**src/rtl/dm_debug_ctrl_pkg.sv**
```systemverilog
// Shared types and default widths for the debug controller and the core's
// data/program memories.
package dm_debug_ctrl_pkg;

  localparam int DM_ADDR_W    = 4;
  localparam int DM_DATA_W    = 4;
  localparam int DM_PM_ADDR_W = DM_ADDR_W + DM_DATA_W;

  typedef enum logic [2:0] {
    OP_NOP   = 3'd0,
    OP_HALT  = 3'd1,
    OP_RUN   = 3'd2,
    OP_STEP  = 3'd3,
    OP_RD    = 3'd4,
    OP_WR    = 3'd5,
    OP_SETBP = 3'd6,
    OP_CLRBP = 3'd7
  } cmd_op_e;

  typedef enum logic [2:0] {
    ST_RUN    = 3'd0,
    ST_HALTED = 3'd1,
    ST_STEP   = 3'd2,
    ST_ACC    = 3'd3,
    ST_RSP    = 3'd4
  } dbg_state_e;

  // Commands that need the core parked; issued while running they are rejected.
  function automatic logic op_needs_halt(cmd_op_e op);
    return (op == OP_STEP) || (op == OP_RD) || (op == OP_WR);
  endfunction

endpackage

```
**src/rtl/dm_debug_ctrl_if.sv**
```systemverilog
// Host command/response port of the debug controller.
interface dm_debug_ctrl_if #(
  parameter int ADDR_W = dm_debug_ctrl_pkg::DM_ADDR_W,
  parameter int DATA_W = dm_debug_ctrl_pkg::DM_DATA_W
) ();

  logic              cmd_valid;
  logic              cmd_ready;
  logic [2:0]        cmd_op;
  logic [ADDR_W-1:0] cmd_addr;
  logic [DATA_W-1:0] cmd_data;
  logic              rsp_valid;
  logic              rsp_ready;
  logic [DATA_W-1:0] rsp_data;
  logic              rsp_err;

  modport master (
    output cmd_valid, cmd_op, cmd_addr, cmd_data, rsp_ready,
    input  cmd_ready, rsp_valid, rsp_data, rsp_err
  );

  modport slave (
    input  cmd_valid, cmd_op, cmd_addr, cmd_data, rsp_ready,
    output cmd_ready, rsp_valid, rsp_data, rsp_err
  );

endinterface

```
**src/rtl/dm_debug_ctrl.sv**
```systemverilog
// Run/halt/step controller with program breakpoint and host access to the
// data memory while the core is parked.
module dm_debug_ctrl
  import dm_debug_ctrl_pkg::*;
#(
  parameter int ADDR_W       = DM_ADDR_W,
  parameter int DATA_W       = DM_DATA_W,
  parameter int PM_ADDR_W    = DM_PM_ADDR_W,
  parameter bit RUN_ON_RESET = 1'b1
) (
  input  logic                 clk,
  input  logic                 reset_n,
  dm_debug_ctrl_if.slave       host,
  input  logic [PM_ADDR_W-1:0] pm_addr,
  output logic                 core_en,
  output logic                 halted,
  input  logic [ADDR_W-1:0]    cpu_addr,
  input  logic [DATA_W-1:0]    cpu_wdata,
  input  logic                 cpu_we,
  output logic [DATA_W-1:0]    cpu_rdata,
  output logic [ADDR_W-1:0]    dm_addr,
  output logic [DATA_W-1:0]    dm_wdata,
  output logic                 dm_we,
  input  logic [DATA_W-1:0]    dm_rdata
);

  localparam dbg_state_e RST_STATE = RUN_ON_RESET ? ST_RUN : ST_HALTED;

  dbg_state_e           state_q, state_d, tgt_q, tgt_d, idle_tgt;
  logic                 skip_q, skip_d, bp_en_q, bp_en_d;
  logic [PM_ADDR_W-1:0] bp_addr_q, bp_addr_d;
  logic [DATA_W-1:0]    rsp_data_q, rsp_data_d;
  logic                 rsp_err_q, rsp_err_d;
  logic                 acc_we_q, acc_we_d;
  logic [ADDR_W-1:0]    acc_addr_q, acc_addr_d;
  logic [DATA_W-1:0]    acc_wdata_q, acc_wdata_d;
  logic                 is_idle, accept, bp_hit;
  cmd_op_e              op;

  assign op      = cmd_op_e'(host.cmd_op);
  assign is_idle = (state_q == ST_RUN) || (state_q == ST_HALTED);
  assign accept  = host.cmd_valid && is_idle;
  assign bp_hit  = bp_en_q && (pm_addr == bp_addr_q) && !skip_q;

  // A breakpoint hit in RUN parks the core at this edge, whatever else is accepted.
  assign idle_tgt = (state_q == ST_RUN && !bp_hit) ? ST_RUN : ST_HALTED;

  always_comb begin
    state_d     = state_q;
    tgt_d       = tgt_q;
    skip_d      = skip_q;
    bp_en_d     = bp_en_q;
    bp_addr_d   = bp_addr_q;
    rsp_data_d  = rsp_data_q;
    rsp_err_d   = rsp_err_q;
    acc_we_d    = acc_we_q;
    acc_addr_d  = acc_addr_q;
    acc_wdata_d = acc_wdata_q;
    if (state_q == ST_RUN) skip_d = 1'b0;
    case (state_q)
      ST_RUN, ST_HALTED: begin
        state_d = idle_tgt;
        if (accept) begin
          state_d    = ST_RSP;
          tgt_d      = idle_tgt;
          rsp_data_d = '0;
          rsp_err_d  = 1'b0;
          if (op_needs_halt(op) && state_q == ST_RUN) begin
            rsp_err_d = 1'b1;
          end else begin
            case (op)
              OP_HALT: tgt_d = ST_HALTED;
              OP_RUN: begin
                tgt_d  = ST_RUN;
                skip_d = 1'b1;
              end
              OP_STEP: state_d = ST_STEP;
              OP_RD, OP_WR: begin
                state_d     = ST_ACC;
                acc_we_d    = (op == OP_WR);
                acc_addr_d  = host.cmd_addr;
                acc_wdata_d = host.cmd_data;
              end
              OP_SETBP: begin
                bp_en_d   = 1'b1;
                bp_addr_d = {host.cmd_addr, host.cmd_data};
              end
              OP_CLRBP: bp_en_d = 1'b0;
              default: ;
            endcase
          end
        end
      end
      ST_STEP: state_d = ST_RSP;
      ST_ACC: begin
        state_d    = ST_RSP;
        rsp_data_d = acc_we_q ? '0 : dm_rdata;
      end
      ST_RSP: if (host.rsp_ready) state_d = tgt_q;
      default: state_d = RST_STATE;
    endcase
  end

  always_ff @(posedge clk or negedge reset_n) begin
    if (!reset_n) begin
      state_q     <= RST_STATE;
      tgt_q       <= RST_STATE;
      skip_q      <= 1'b0;
      bp_en_q     <= 1'b0;
      bp_addr_q   <= '0;
      rsp_data_q  <= '0;
      rsp_err_q   <= 1'b0;
      acc_we_q    <= 1'b0;
      acc_addr_q  <= '0;
      acc_wdata_q <= '0;
    end else begin
      state_q     <= state_d;
      tgt_q       <= tgt_d;
      skip_q      <= skip_d;
      bp_en_q     <= bp_en_d;
      bp_addr_q   <= bp_addr_d;
      rsp_data_q  <= rsp_data_d;
      rsp_err_q   <= rsp_err_d;
      acc_we_q    <= acc_we_d;
      acc_addr_q  <= acc_addr_d;
      acc_wdata_q <= acc_wdata_d;
    end
  end

  assign host.cmd_ready = is_idle;
  assign host.rsp_valid = (state_q == ST_RSP);
  assign host.rsp_data  = rsp_data_q;
  assign host.rsp_err   = rsp_err_q;

  assign core_en   = (state_q == ST_RUN && !bp_hit) || (state_q == ST_STEP);
  assign halted    = !((state_q == ST_RUN) || (state_q == ST_STEP));
  assign cpu_rdata = dm_rdata;

  // Reset kills any in-flight write immediately, not at the next edge.
  always_comb begin
    dm_addr  = cpu_addr;
    dm_wdata = cpu_wdata;
    dm_we    = cpu_we && core_en;
    if (state_q == ST_ACC) begin
      dm_addr  = acc_addr_q;
      dm_wdata = acc_wdata_q;
      dm_we    = acc_we_q;
    end
    if (!reset_n) dm_we = 1'b0;
  end

endmodule

```
**src/flat_wrapper.sv**
```systemverilog
// flat-port wrapper written by rule: the top's interface ports become plain ports
module dm_debug_ctrl_flat import dm_debug_ctrl_pkg::*;
#(
  parameter int ADDR_W       = DM_ADDR_W,
  parameter int DATA_W       = DM_DATA_W,
  parameter int PM_ADDR_W    = DM_PM_ADDR_W,
  parameter bit RUN_ON_RESET = 1'b1
)
  (clk, reset_n, pm_addr, core_en, halted, cpu_addr, cpu_wdata, cpu_we, cpu_rdata, dm_addr, dm_wdata, dm_we, dm_rdata, host_cmd_valid, host_cmd_op, host_cmd_addr, host_cmd_data, host_rsp_ready, host_cmd_ready, host_rsp_valid, host_rsp_data, host_rsp_err);
  dm_debug_ctrl_if #(.ADDR_W(ADDR_W), .DATA_W(DATA_W)) host_i ();
  input  logic clk;
  input  logic reset_n;
  input  logic [PM_ADDR_W-1:0] pm_addr;
  output logic core_en;
  output logic halted;
  input  logic [ADDR_W-1:0] cpu_addr;
  input  logic [DATA_W-1:0] cpu_wdata;
  input  logic cpu_we;
  output logic [DATA_W-1:0] cpu_rdata;
  output logic [ADDR_W-1:0] dm_addr;
  output logic [DATA_W-1:0] dm_wdata;
  output logic dm_we;
  input  logic [DATA_W-1:0] dm_rdata;
  input wire logic [$bits(host_i.cmd_valid)-1:0] host_cmd_valid;
  input wire logic [$bits(host_i.cmd_op)-1:0] host_cmd_op;
  input wire logic [$bits(host_i.cmd_addr)-1:0] host_cmd_addr;
  input wire logic [$bits(host_i.cmd_data)-1:0] host_cmd_data;
  input wire logic [$bits(host_i.rsp_ready)-1:0] host_rsp_ready;
  output wire logic [$bits(host_i.cmd_ready)-1:0] host_cmd_ready;
  output wire logic [$bits(host_i.rsp_valid)-1:0] host_rsp_valid;
  output wire logic [$bits(host_i.rsp_data)-1:0] host_rsp_data;
  output wire logic [$bits(host_i.rsp_err)-1:0] host_rsp_err;
  assign host_i.cmd_valid = host_cmd_valid;
  assign host_i.cmd_op = host_cmd_op;
  assign host_i.cmd_addr = host_cmd_addr;
  assign host_i.cmd_data = host_cmd_data;
  assign host_i.rsp_ready = host_rsp_ready;
  assign host_cmd_ready = host_i.cmd_ready;
  assign host_rsp_valid = host_i.rsp_valid;
  assign host_rsp_data = host_i.rsp_data;
  assign host_rsp_err = host_i.rsp_err;
  dm_debug_ctrl #(.ADDR_W(ADDR_W), .DATA_W(DATA_W), .PM_ADDR_W(PM_ADDR_W), .RUN_ON_RESET(RUN_ON_RESET)) u_core (.clk(clk), .reset_n(reset_n), .host(host_i), .pm_addr(pm_addr), .core_en(core_en), .halted(halted), .cpu_addr(cpu_addr), .cpu_wdata(cpu_wdata), .cpu_we(cpu_we), .cpu_rdata(cpu_rdata), .dm_addr(dm_addr), .dm_wdata(dm_wdata), .dm_we(dm_we), .dm_rdata(dm_rdata));
endmodule
```
**config.mk**
```make
export PLATFORM = sky130hd
export DESIGN_NAME = dm_debug_ctrl_flat
export DESIGN_NICKNAME = d
export VERILOG_FILES = /design/src/rtl/dm_debug_ctrl_pkg.sv /design/src/rtl/dm_debug_ctrl_if.sv /design/src/rtl/dm_debug_ctrl.sv /design/src/flat_wrapper.sv
export SDC_FILE = /design/constraint.sdc
export NUM_CORES = 1
export LEC_CHECK = 0
export CORE_MARGIN = 2
export CORE_UTILIZATION = 47
export CTS_CLUSTER_DIAMETER = 40
export DETAILED_ROUTE_END_ITERATION = 8
export GPL_TIMING_DRIVEN = 0
export PLACE_DENSITY = 0.84
export SYNTH_ARGS = -nofsm -noshare
export SYNTH_HDL_FRONTEND = slang
export SYNTH_SLANG_ARGS = --single-unit
```
**constraint.sdc**
```tcl
create_clock -name clk -period 4.99 [get_ports clk]
set_input_delay 0.998 -clock clk [delete_from_list [all_inputs] [get_ports clk]]
set_output_delay 0.998 -clock clk [all_outputs]
set_load 0.02 [all_outputs]
```
# Yosys cells after proc, flatten, opt, wreduce, memory -nomap -nowiden
# Cells that the tools add are included.
[word_totals]
mem_bits_ro = 0
mem_count = 0
ram_bits = 0
latch_bits = 0
output_inout_bits = 22
register_bits = 30
[classes]
n_mul = 0
mux = 22
add_sub_neg = 0
n_bitwise = 1
shifts = 0
reduce_logical = 25
n_div = 0
eq_ne = 14
n_lt_le_gt_ge = 0
[op_table]
columns = ["op", "n"]
rows = [
  ["two-way mux 4 bit", 4],
  ["equality test 3 bit (second input constant)", 5],
  ["equality test 3 x 2 -> 1 bit (second input constant)", 4],
  ["two-way mux 3 bit", 4],
  ["case mux 3 bit (2 select lines)", 2],
  ["AND reduction 4 bit", 3],
  ["two-way mux 1 bit", 9],
  ["case mux 3 bit (3 select lines)", 1],
  ["equality test 8 bit", 1],
  ["case mux 4 bit (2 select lines)", 1],
  ["equality test 3 x 1 -> 1 bit (second input constant)", 2],
  ["logical AND 1 bit", 6],
  ["OR reduction 2 bit", 3],
  ["logical OR 1 bit", 5],
  ["AND reduction 2 bit", 2],
  ["nonzero test 2 bit", 2],
  ["logical NOT 1 bit", 3],
  ["logical NOT 3 bit", 1],
  ["!= test 2 x 1 -> 1 bit (second input constant)", 1],
  ["!= test 2 bit (second input constant)", 1],
  ["case mux 1 bit (2 select lines)", 1],
  ["inverter 1 bit", 1],
]

# Longest topological paths before layout
# Gate-level depths: netlist of the first run.
[depth]
word_depth = 9
depth_mapped = 6
ltp_nobuf = 4

# Least setup slack after synthesis of the first run
# Ideal clock, no wire load.
[synth_path]
path_kind = "input to output"
startpoint = "input port pm_addr[6]"
endpoint = "output port dm_we"
n_path_buf = 0
t_arrival_ns = 1.943
required_time_ns = 3.992
path_stages = 4
slack_ns = 2.049
cell_sequence = "xor2_1 nor4_1 and4b_2 o21ai_0"
[synth_between]
elab_chain_cells = 9
[synth_rtl]
columns = ["item", "line_no", "rtl"]
rows = [
  ["from (decl)", "flat_wrapper.sv:13", "input logic [PM_ADDR_W-1:0] pm_addr;"],
  ["equality test 8 bit", "dm_debug_ctrl.sv:43", "assign bp_hit = bp_en_q && (pm_addr == bp_addr_q) && !skip_q;"],
  ["logical AND 1 bit (2 in series)", "dm_debug_ctrl.sv:43", ""],
  ["logical NOT 1 bit", "dm_debug_ctrl.sv:135", "assign core_en = (state_q == ST_RUN && !bp_hit) || (state_q == ST_STEP);"],
  ["logical AND 1 bit", "dm_debug_ctrl.sv:135", ""],
  ["logical OR 1 bit", "dm_debug_ctrl.sv:135", ""],
  ["logical AND 1 bit", "dm_debug_ctrl.sv:143", "dm_we = cpu_we && core_en;"],
  ["two-way mux 1 bit", "dm_debug_ctrl.sv:144", "if (state_q == ST_ACC) begin"],
  ["two-way mux 1 bit", "dm_debug_ctrl.sv:149", "if (!reset_n) dm_we = 1'b0;"],
  ["to (decl)", "flat_wrapper.sv:22", "output logic dm_we;"],
]
# Every way passes these cells.

# Worst setup path after layout of the first run
[layout_path]
startpoint = "input port pm_addr[0]"
endpoint = "output port dm_we"
# Same word-level chain as after synthesis.

==> summary.txt, run 1 <==
Run status
  – Outcome: completed

Global route
  – Overall fraction of global-route tracks in use: between 20% and 30%
  – Global-route wire length before repair: around 5700 um
  – Grt total ovfl: 0
  – Largest net degree at the start of global routing: 31
  – Initial antenna violation count: 0
  – Number of global-route vias before repair: 1297

Power and ir drop
  – Largest voltage drop on the vdd net: roughly 0.0003 V
  – Sequential fraction of design power: 40.6%
  – Power share of the combinational group: 43.2%
  – Ratio of total power to cell area: about 420 nW/um2
  – Int Pwr: 0.607 mW
  – Leakage: between 0.9 and 1 nW
  – Tot Pwr: slightly above 0.9 mW
  – Portion of total power attributed to the clock network: about 16%
  – Switching part of the total: 33.8%
  – Switching pwr: 0.309 mW

Worst setup path
  – Required time worst endpoint: ~4000 ps
  – Worst Setup End Kind: output pin
  – Worst-path maximum fanout: 3
  – Critical Path Slowest Stage Cell: sky130_fd_sc_hd__clkdlybuf4s50_1
  – Sort of element at the start of the critical path: input pin
  – Arrival time at the worst endpoint: about 2900 ps
  – Class of the most critical setup path: in2out
  – Worst reg2reg path depth: 5
  – List of cells traversed by the critical path: clkdlybuf4s50_1, xor2_1, nor3_1, and4b_2, o21ai_0, clkdlybuf4s50_1
  – Cell with the most instances on the worst path: sky130_fd_sc_hd__clkdlybuf4s50_1
  – Largest stage delay on the critical path: around 540 ps

Worst hold path
  – Worst hold path class: reg2reg
  – Min-Delay Path Depth: 2

STA
  – Fmax achieved: approximately 260 MHz
  – Final-report max-slew violation count: 0
  – Crit share post-route: 77.1%
  – Crit path time final: 3840 ps
  – Slew at the pin closest to its max-slew limit: 638 ps
  – Final clock skew: between 10 and 15 ps
  – Final hold slack: 495 ps
  – Normalized max-slew margin: 57.5%
  – Setup TNS: 0 ps
  – Setup violators final: 0
  – Worst Slack Setup Final: 1150 ps
  – RSZ-0062 raised after global routing: no
  – Number of failing hold endpoints at the final stage: 0

Placement
  – Setup slack after placement: 603 ps
  – Total instance count after detailed placement: ~250
  – HPWL reported at the end of detailed placement: 2660 um
  – Total cell area at the placement stage: between 2000 and 2500 um2
  – Count of port buffers added during placement: 57
  – RD Place Congestion: 0.806

Die
  – Horizontal die dimension: around 61 um
  – Core Footprint: about 3100 um2
  – Die Y: 61.0 um
  – Number of top-level design ports: 58
  – Row Count: 20
  – Die Outline Area: 3720 um2
  – Initial standard-cell utilization of the core: 49.6%

Clock network
  – Resize count post-CTS: 0
  – Clock Latency Late Sink: 330 ps
  – Count of hold buffers inserted by post-cts repair: 0
  – # Post-CTS Setup Buffers: 0
  – Total clock sinks: 28
  – Maximum level of the CTS H-tree: 1
  – Clock tree from TritonCTS: built
  – Number of buffers created by CTS: 3
  – Max Buffers Root-to-Sink: 2
  – Cell at the root of the clock tree: sky130_fd_sc_hd__clkbuf_4
  – Clock-pin slew of the registers on the worst-case setup and hold paths: between 100 and 150 ps

Synthesis
  – Post-Synthesis Cell Area: 1530 um2
  – Synth warnings: 0
  – Flip-flop cell with the highest count after synthesis: sky130_fd_sc_hd__dfrtp_1
  – Number of library cell types mapped by synthesis: 35
  – Synthesized net count: 182
  – Async SR Flop Fraction: 100%
  – Cells after synthesis: 146
  – Count of state elements after synthesis: 28
  – EDFF count, synth: 0
  – Avg Synthesized Cell Area: 10.4 um2
  – Proportion of synthesized chip area in sequential cells: 45.9%

Final layout
  – Cell area after layout: 2200 um2
  – Final design utilization: 71.4%
  – Area overhead of the layout relative to synthesis: 44.1%
  – Final cell count without fillers: 251
  – Most common cell after layout, fill and taps aside: sky130_fd_sc_hd__clkdlybuf4s50_1
  – Commonest cells after routing, fill and taps aside: sky130_fd_sc_hd__clkdlybuf4s50_1, sky130_fd_sc_hd__nand2_1, sky130_fd_sc_hd__dfrtp_1
  – Final-stage net count: 244
  – Fraction of layout instances using a drive strength above 1: 18.4%
  – Number of diodes added for antenna fixing: 0

Flow run
  – Max-cap violations: 0

Drt
  – Iteration count of the initial detailed-routing pass: 4
  – Vias per cell: between 5 and 6
  – Post-DR wirelength/cell: 13.6 um
  – Number of vias after detailed routing: about 1.3k
  – Post-detailed-route DRC marker count: 0
  – WL final: 3420 um
  – Antenna Violating Nets Remaining: 0
  – Iter 0 DRT Violations: 29
-- sequential cells by signal, summed over array words and instances (netlist names) --
signal	cells
u_core.host.rsp_err	1
u_core.tgt_q	1
u_core.skip_q	1
u_core.host.rsp_data	4
u_core.acc_wdata_q	4
u_core.acc_addr_q	4
u_core.acc_we_q	1
u_core.bp_addr_q	8
u_core.state_q	3
u_core.bp_en_q	1
-- path summary, 6_finish.rpt --
path / startpoint / end / slack [ps]
max: pm_addr[0] / dm_we / 1150
min: u_core.bp_en_q / u_core.bp_en_q / 490
max reg2reg: u_core.state_q[1] / u_core.acc_wdata_q[1] / 3240
min reg2reg: u_core.bp_en_q / u_core.bp_en_q / 490
max in group asynchronous: reset_n / u_core.acc_wdata_q[3] / 3910
min in group asynchronous: reset_n / u_core.acc_addr_q[1] / 670
-- metal layers --
layer / wire length, um / track usage, %
met4: 27 / 4.97
met3: 210 / 2.77
met2: 1770 / 37.2
met5: 0 / 0
met1: 1410 / 26.1
-- cell type report --
cell class / count / area [um2]
fill: 246 / 880
multi-input combinational: 106 / 736
sequential: 28 / 701
timing repair buffer: 57 / 566
buffer: 9 / 77.6
tap: 44 / 55.1
clock inverter: 1 / 30.0
clock buffer: 3 / 22.5
inverter: 3 / 11.3
-- synthesized netlist by cell type (2+ instances only) --
cell                       n  area share (%)
sky130_fd_sc_hd__buf_4     5             2.5
sky130_fd_sc_hd__dfrtp_1  28              46
sky130_fd_sc_hd__o21ai_0   5             1.6
sky130_fd_sc_hd__mux2_4    7             6.9
sky130_fd_sc_hd__nor3_1    3            0.98
sky130_fd_sc_hd__a21oi_1   2            0.66
sky130_fd_sc_hd__inv_1     3            0.74
sky130_fd_sc_hd__nor2_1   11             2.7
sky130_fd_sc_hd__a31oi_1   2            0.82
sky130_fd_sc_hd__a32o_1    4             2.6
sky130_fd_sc_hd__xor2_1    8             4.6
sky130_fd_sc_hd__mux2_2    9             6.6
sky130_fd_sc_hd__nand2_1  32             7.9
sky130_fd_sc_hd__nor4_1    2            0.82
sky130_fd_sc_hd__or3_2     2            0.98
sky130_fd_sc_hd__nor2b_1   2            0.82
sky130_fd_sc_hd__nand3_1   3            0.98
-- logic make-up (layout without fill, tap and decap cells) --
logic type / Yosys count / in the layout / synth area share, %
buffers and inverters: 12 / 73 / 5.82
flip-flops: 28 / 28 / 45.9
XOR/XNOR: 8 / 8 / 4.59
AND/OR/NAND/NOR: 63 / 63 / 20.9
AO/OA/AOI/OAI: 18 / 18 / 8.53
multiplexers: 17 / 17 / 14.2
-- critical path: cells and delay by family --
family | cells | cell delay, ps
simple gates | 2 | 660
buf+inv | 2 | 950
xor+xnor | 1 | 150
compound gates | 1 | 90
-- power groups by stage --
stage                     Clock, mW  Combinational, mW  Sequential, mW
after floorplan                   0              0.260           0.368
after global placement            0              0.386           0.372
after detailed placement          0              0.398           0.376
after CTS                     0.153              0.400           0.372
after global routing          0.158              0.434           0.385
final                         0.148              0.396           0.372
Note: power is estimated with default switching activity, not from simulation.
==> run 2: changes to the inputs <==
CORE_UTILIZATION = 44   (was 47)
PLACE_DENSITY = 0.79   (was 0.84)
clock period = 3.9 ns   (was 4.99 ns; I/O delays follow)
==> run 2 against run 1 <==
Cell area grew 0.11%. Critical path depth is the same. First-iteration DRC count grew 130%. Sequential power grew 29%. Combinational power grew 28%. Largest cell class unchanged. Sequential share of layout area is essentially flat. Largest power group unchanged. Via count grew 0.78%. Count of clock-buffer cells in the layout is the same. Hold slack lost 52 ps. Core utilization shrank 5.5 points. Register-to-register slack lost 1100 ps.
==> summary.txt, run 2 (same netlist as run 1, synthesis figures left out) <==
Final layout
  – Layout filler cell count: 285
  – Area overhead of the layout relative to synthesis: 44.3%
  – Register bank with the most flops: u_core.bp_addr_q
  – Final design utilization: 66.0%
  – Cell area after layout: 2200 um2
  – Fraction of layout instances using a drive strength above 1: 18.4%
  – Max FFs per register: 8
  – Most common cell after layout, fill and taps aside: sky130_fd_sc_hd__clkdlybuf4s50_1
  – Number of diodes added for antenna fixing: 0
  – Final-stage net count: 244
  – Commonest cells after routing, fill and taps aside: sky130_fd_sc_hd__clkdlybuf4s50_1, sky130_fd_sc_hd__nand2_1, sky130_fd_sc_hd__dfrtp_1

STA
  – Number of failing hold endpoints at the final stage: 0
  – Crit share post-route: between 80% and 90%
  – Slew at the pin closest to its max-slew limit: 648 ps
  – Normalized max-slew margin: between 50% and 60%
  – Fmax achieved: 295 MHz
  – Crit path time final: 3380 ps
  – RSZ-0062 raised after global routing: no
  – Final clock skew: 6.77 ps
  – Final-report max-slew violation count: 0
  – Setup violators final: 0
  – Setup TNS: 0 ps

Drt
  – Iteration count of the initial detailed-routing pass: 4
  – Number of vias after detailed routing: ~1.3k
  – Iter 0 DRT Violations: around 70
  – Antenna Violating Nets Remaining: 0
  – Vias per cell: 5.08
  – WL final: 3610 um
  – Post-DR wirelength/cell: about 14 um
  – Post-detailed-route DRC marker count: 0

Power and ir drop
  – Leakage: 0.966 nW
  – Largest voltage drop on the vdd net: just over 0.0003 V
  – Ratio of total power to cell area: 535 nW/um2

Clock network
  – Clock Latency Late Sink: 340 ps
  – Number of buffers created by CTS: 3
  – Clock tree from TritonCTS: built
  – Clock-pin slew of the registers on the worst-case setup and hold paths: between 100 and 150 ps
  – Max Buffers Root-to-Sink: 2
  – Maximum level of the CTS H-tree: 1
  – Total clock sinks: 28
  – Resize count post-CTS: 1
  – Count of hold buffers inserted by post-cts repair: 0
  – # Post-CTS Setup Buffers: 0
  – Cell at the root of the clock tree: sky130_fd_sc_hd__clkbuf_4

Die
  – Core Footprint: about 3300 um2
  – Die Y: 62.9 um
  – Initial standard-cell utilization of the core: 45.7%
  – Die Outline Area: 3950 um2
  – Horizontal die dimension: between 60 and 70 um
  – Row Count: 21
  – Number of top-level design ports: 58

Global route
  – Number of global-route vias before repair: between 1k and 1.5k
  – Initial antenna violation count: 0
  – Overall fraction of global-route tracks in use: around 20%
  – Largest net degree at the start of global routing: 31
  – Global-route wire length before repair: 6180 um
  – Grt total ovfl: 0

Placement
  – HPWL reported at the end of detailed placement: 2860 um
  – Count of port buffers added during placement: 57
  – RD Place Congestion: 0.787
  – Total cell area at the placement stage: 2150 um2

Worst setup path
  – Class of the most critical setup path: in2out
  – Required time worst endpoint: 3120 ps
  – Worst-path maximum fanout: 3
  – Worst Setup End Kind: output pin
  – Arrival time at the worst endpoint: about 2600 ps
  – Sort of element at the start of the critical path: input pin

Worst hold path
  – Worst hold path class: in2async

Run status
  – Outcome: completed

Flow run
  – Max-cap violations: 0
-- run 2: cell counts in the layout (fill, tap and decap cells not counted) --
No cell type changed its count.
-- run 2: final timing paths --
check	from	end	cells after the start	slack, ps
min in group clk	u_core.bp_en_q	u_core.bp_en_q	2	510
max in group asynchronous	reset_n	u_core.acc_we_q	1	3040
worst max-delay path	pm_addr[0]	dm_we	6	520
worst max register to register	u_core.state_q[1]	u_core.acc_wdata_q[0]	5	2180
worst min register to register	u_core.bp_en_q	u_core.bp_en_q	2	510
worst min-delay path	reset_n	u_core.host.rsp_err	1	440
-- run 2: critical path, stage by stage --
cell and delay [ps]:
sky130_fd_sc_hd__clkdlybuf4s50_1 420, sky130_fd_sc_hd__xor2_1 150, sky130_fd_sc_hd__nor3_1 320, sky130_fd_sc_hd__and4b_2 310, sky130_fd_sc_hd__o21ai_0 80, sky130_fd_sc_hd__clkdlybuf4s50_1 540
-- run 2: per-layer routing --
| layer | up-vias | part of all wire [%] | wire length [um] | global-route usage (%) |
|---|---|---|---|---|
| met3 | 5 | 4.4 | 159 | 3.06 |
| li1 | 628 | - | - | - |
| met5 | - | 0 | 0 | 0 |
| met4 | 0 | 1.6 | 58 | 6.67 |
| met2 | 41 | 53 | 1910 | 35.2 |
| met1 | 611 | 41 | 1480 | 25.1 |
-- run 2: area by class of cell --
type	instances	area [um2]	share of cell area, %
well taps	46	57.6	2.62
clock inverters	1	30.0	1.36
flip-flops and latches	28	701	31.8
inverters	3	11.3	0.512
clock buffers	3	22.5	1.02
plain buffers	9	77.6	3.52
repair buffers	57	566	25.7
multi-input cells	106	736	33.4
-- run 2: through the flow --
step	hold WS [ps]	total power [mW]	setup slack (ps)	instances
2_1_floorplan	440	0.803	1390	146
3_3_place_gp	464	0.975	10.2	249
3_5_place_dp	473	0.997	-25.7	249
4_1_cts	507	1.19	254	253
5_1_grt	471	1.26	410	253
6_report	443	1.18	516	253
-- run 2: where the power goes --
group / total [mW] / switching, mW / internal (mW)
logic: 0.507 / 0.234 / 0.274
clock network: 0.192 / 0.0880 / 0.104
registers: 0.479 / 0.0794 / 0.399
total: 1.18 / 0.401 / 0.777
==> run 3: changes to the inputs <==
CORE_UTILIZATION = 45   (was 44)
CTS_BUF_LIST = sky130_fd_sc_hd__clkbuf_2   (was not set)
PLACE_DENSITY = 0.81   (was 0.79)
==> run 3 against run 2 <==
Sequential share of layout area is 0.11 points higher. Count of clock-buffer cells in the layout stayed put. Cell area is 0.34% lower. Sequential cell count stayed put. Via count is 1.7% higher.
==> summary.txt, run 3 (same netlist as run 1, synthesis figures left out) <==
Run status
  – Outcome: completed

Worst setup path
  – Class of the most critical setup path: in2out
  – Worst-path maximum fanout: 3
  – List of cells traversed by the critical path: clkdlybuf4s50_1, xor2_1, nor3_1, and4b_2, o21ai_0, clkdlybuf4s50_1
  – Largest delay contributor family on the critical path: buffers and inverters
  – Largest stage delay on the critical path: between 500 and 600 ps
  – Required time worst endpoint: approximately 3100 ps
  – Sort of element at the start of the critical path: input pin
  – Worst Setup End Kind: output pin
  – Bufs and invs on worst path: 2
  – Critical Path Slowest Stage Cell: sky130_fd_sc_hd__clkdlybuf4s50_1
  – Cell with the most instances on the worst path: sky130_fd_sc_hd__clkdlybuf4s50_1
  – Arrival time at the worst endpoint: about 2600 ps

STA
  – Fmax achieved: 292 MHz
  – Final clock skew: 17.7 ps
  – Crit share post-route: 87.7%
  – Setup violators final: 0
  – Worst Slack Setup Final: 480 ps
  – Slew at the pin closest to its max-slew limit: 650 ps
  – Crit path time final: 3420 ps
  – Final-report max-slew violation count: 0
  – Number of failing hold endpoints at the final stage: 0
  – RSZ-0062 raised after global routing: no
  – Normalized max-slew margin: 56.7%
  – Setup TNS: 0 ps

Clock network
  – Clock tree from TritonCTS: built
  – # Post-CTS Setup Buffers: 0
  – Total clock sinks: 28
  – Cell at the root of the clock tree: sky130_fd_sc_hd__clkbuf_2
  – Count of hold buffers inserted by post-cts repair: 0
  – Clock-pin slew of the registers on the worst-case setup and hold paths: 270 ps
  – Max Buffers Root-to-Sink: 2
  – Maximum level of the CTS H-tree: 1
  – Clock Latency Late Sink: about 370 ps
  – Number of buffers created by CTS: 3

Power and ir drop
  – Leakage: around 0.96 nW
  – Ratio of total power to cell area: 532 nW/um2
  – Largest voltage drop on the vdd net: approximately 0.00024 V
  – Tot Pwr: ~1.2 mW

Final layout
  – Area overhead of the layout relative to synthesis: 43.8%
  – Final-stage net count: 244
  – Register bank with the most flops: u_core.bp_addr_q
  – Footprint of the multi-input gates: ~740 um2
  – Number of diodes added for antenna fixing: 0
  – Most common cell after layout, fill and taps aside: sky130_fd_sc_hd__clkdlybuf4s50_1
  – Layout filler cell count: 285
  – Cell area after layout: about 2200 um2
  – Max FFs per register: 8
  – Register area: about 700 um2
  – Fraction of layout instances using a drive strength above 1: 18.4%
  – Commonest cells after routing, fill and taps aside: sky130_fd_sc_hd__clkdlybuf4s50_1, sky130_fd_sc_hd__nand2_1, sky130_fd_sc_hd__dfrtp_1
  – Final design utilization: 66.8%

Flow run
  – Max-cap violations: 0

Placement
  – Setup slack after placement: -51.9 ps
  – RD Place Congestion: 0.809
  – HPWL reported at the end of detailed placement: approximately 2900 um
  – Count of port buffers added during placement: 57
  – Total cell area at the placement stage: 2150 um2

Drt
  – WL final: 3660 um
  – Post-DR wirelength/cell: about 14 um
  – Post-detailed-route DRC marker count: 0
  – Iter 0 DRT Violations: 40
  – Iteration count of the initial detailed-routing pass: 4
  – Antenna Violating Nets Remaining: 0
  – Number of vias after detailed routing: 1307
  – Vias per cell: 5.17

Die
  – Die Y: 62.2 um
  – Initial standard-cell utilization of the core: 46.4%
  – Core Footprint: 3280 um2
  – Row Count: 21
  – Horizontal die dimension: around 62 um
  – Number of top-level design ports: 58
  – Die Outline Area: between 3000 and 4000 um2

Global route
  – Overall fraction of global-route tracks in use: around a fifth
  – Grt total ovfl: 0
  – Number of global-route vias before repair: 1343
  – Initial antenna violation count: 0
  – Global-route wire length before repair: 6310 um
  – Largest net degree at the start of global routing: 31

Worst hold path
  – Worst hold path class: in2async
==> run 3: timing repair <==
| action | in CTS | in global routing |
|---|---|---|
| endpoints found under the hold margin | 0 | 0 |
| gates resized for setup | 1 | 0 |
| setup endpoints to repair | 1 | 0 |
==> run 3: area by class of cell <==
type / count / area share [%]
plain buffers: 9 / 3.54
clock buffers: 3 / 0.685
clock inverters: 1 / 1.37
inverters: 3 / 0.513
multi-input cells: 106 / 33.5
flip-flops and latches: 28 / 31.9
well taps: 46 / 2.62
repair buffers: 57 / 25.8
==> run 3: power by group <==
| part | internal (mW) | total [mW] | switching (mW) |
|---|---|---|---|
| clock network | 0.0882 | 0.175 | 0.0867 |
| registers | 0.399 | 0.480 | 0.0808 |
| logic | 0.274 | 0.512 | 0.238 |
| total | 0.761 | 1.17 | 0.405 |
==> run 3: worst paths after layout <==
kind                       slack [ps]  depth (start not counted)                start                    to
max                               480                          6           pm_addr[0]                 dm_we
min                               380                          1              reset_n        u_core.bp_en_q
max reg2reg                      2200                          5    u_core.state_q[1]  u_core.acc_addr_q[2]
min reg2reg                       520                          2  u_core.host.rsp_err   u_core.host.rsp_err
max in group asynchronous        3090                          1              reset_n     u_core.state_q[2]
min in group clk                  520                          2  u_core.host.rsp_err   u_core.host.rsp_err
==> run 3: metal layers <==
layer | share of wire, % | up-vias | track usage, %
met5 | 0 | - | 0
met4 | 1.0 | 0 | 6.67
met3 | 3.2 | 4 | 1.99
met2 | 55 | 36 | 38.5
met1 | 40 | 646 | 24.0
li1 | - | 621 | -
==> run 3: through the flow <==
step,hold WS (ps),cells
floorplan,440,146
global placement,464,249
detailed placement,475,249
CTS,527,253
global route,388,253
finish,377,253
==> run 3: worst register-to-register path, delay by kind of cell (launching register included) <==
kind          cells  cell delay (ps)
simple gates      2              620
mux               1              310
buf+inv           2              290
flops             1              430
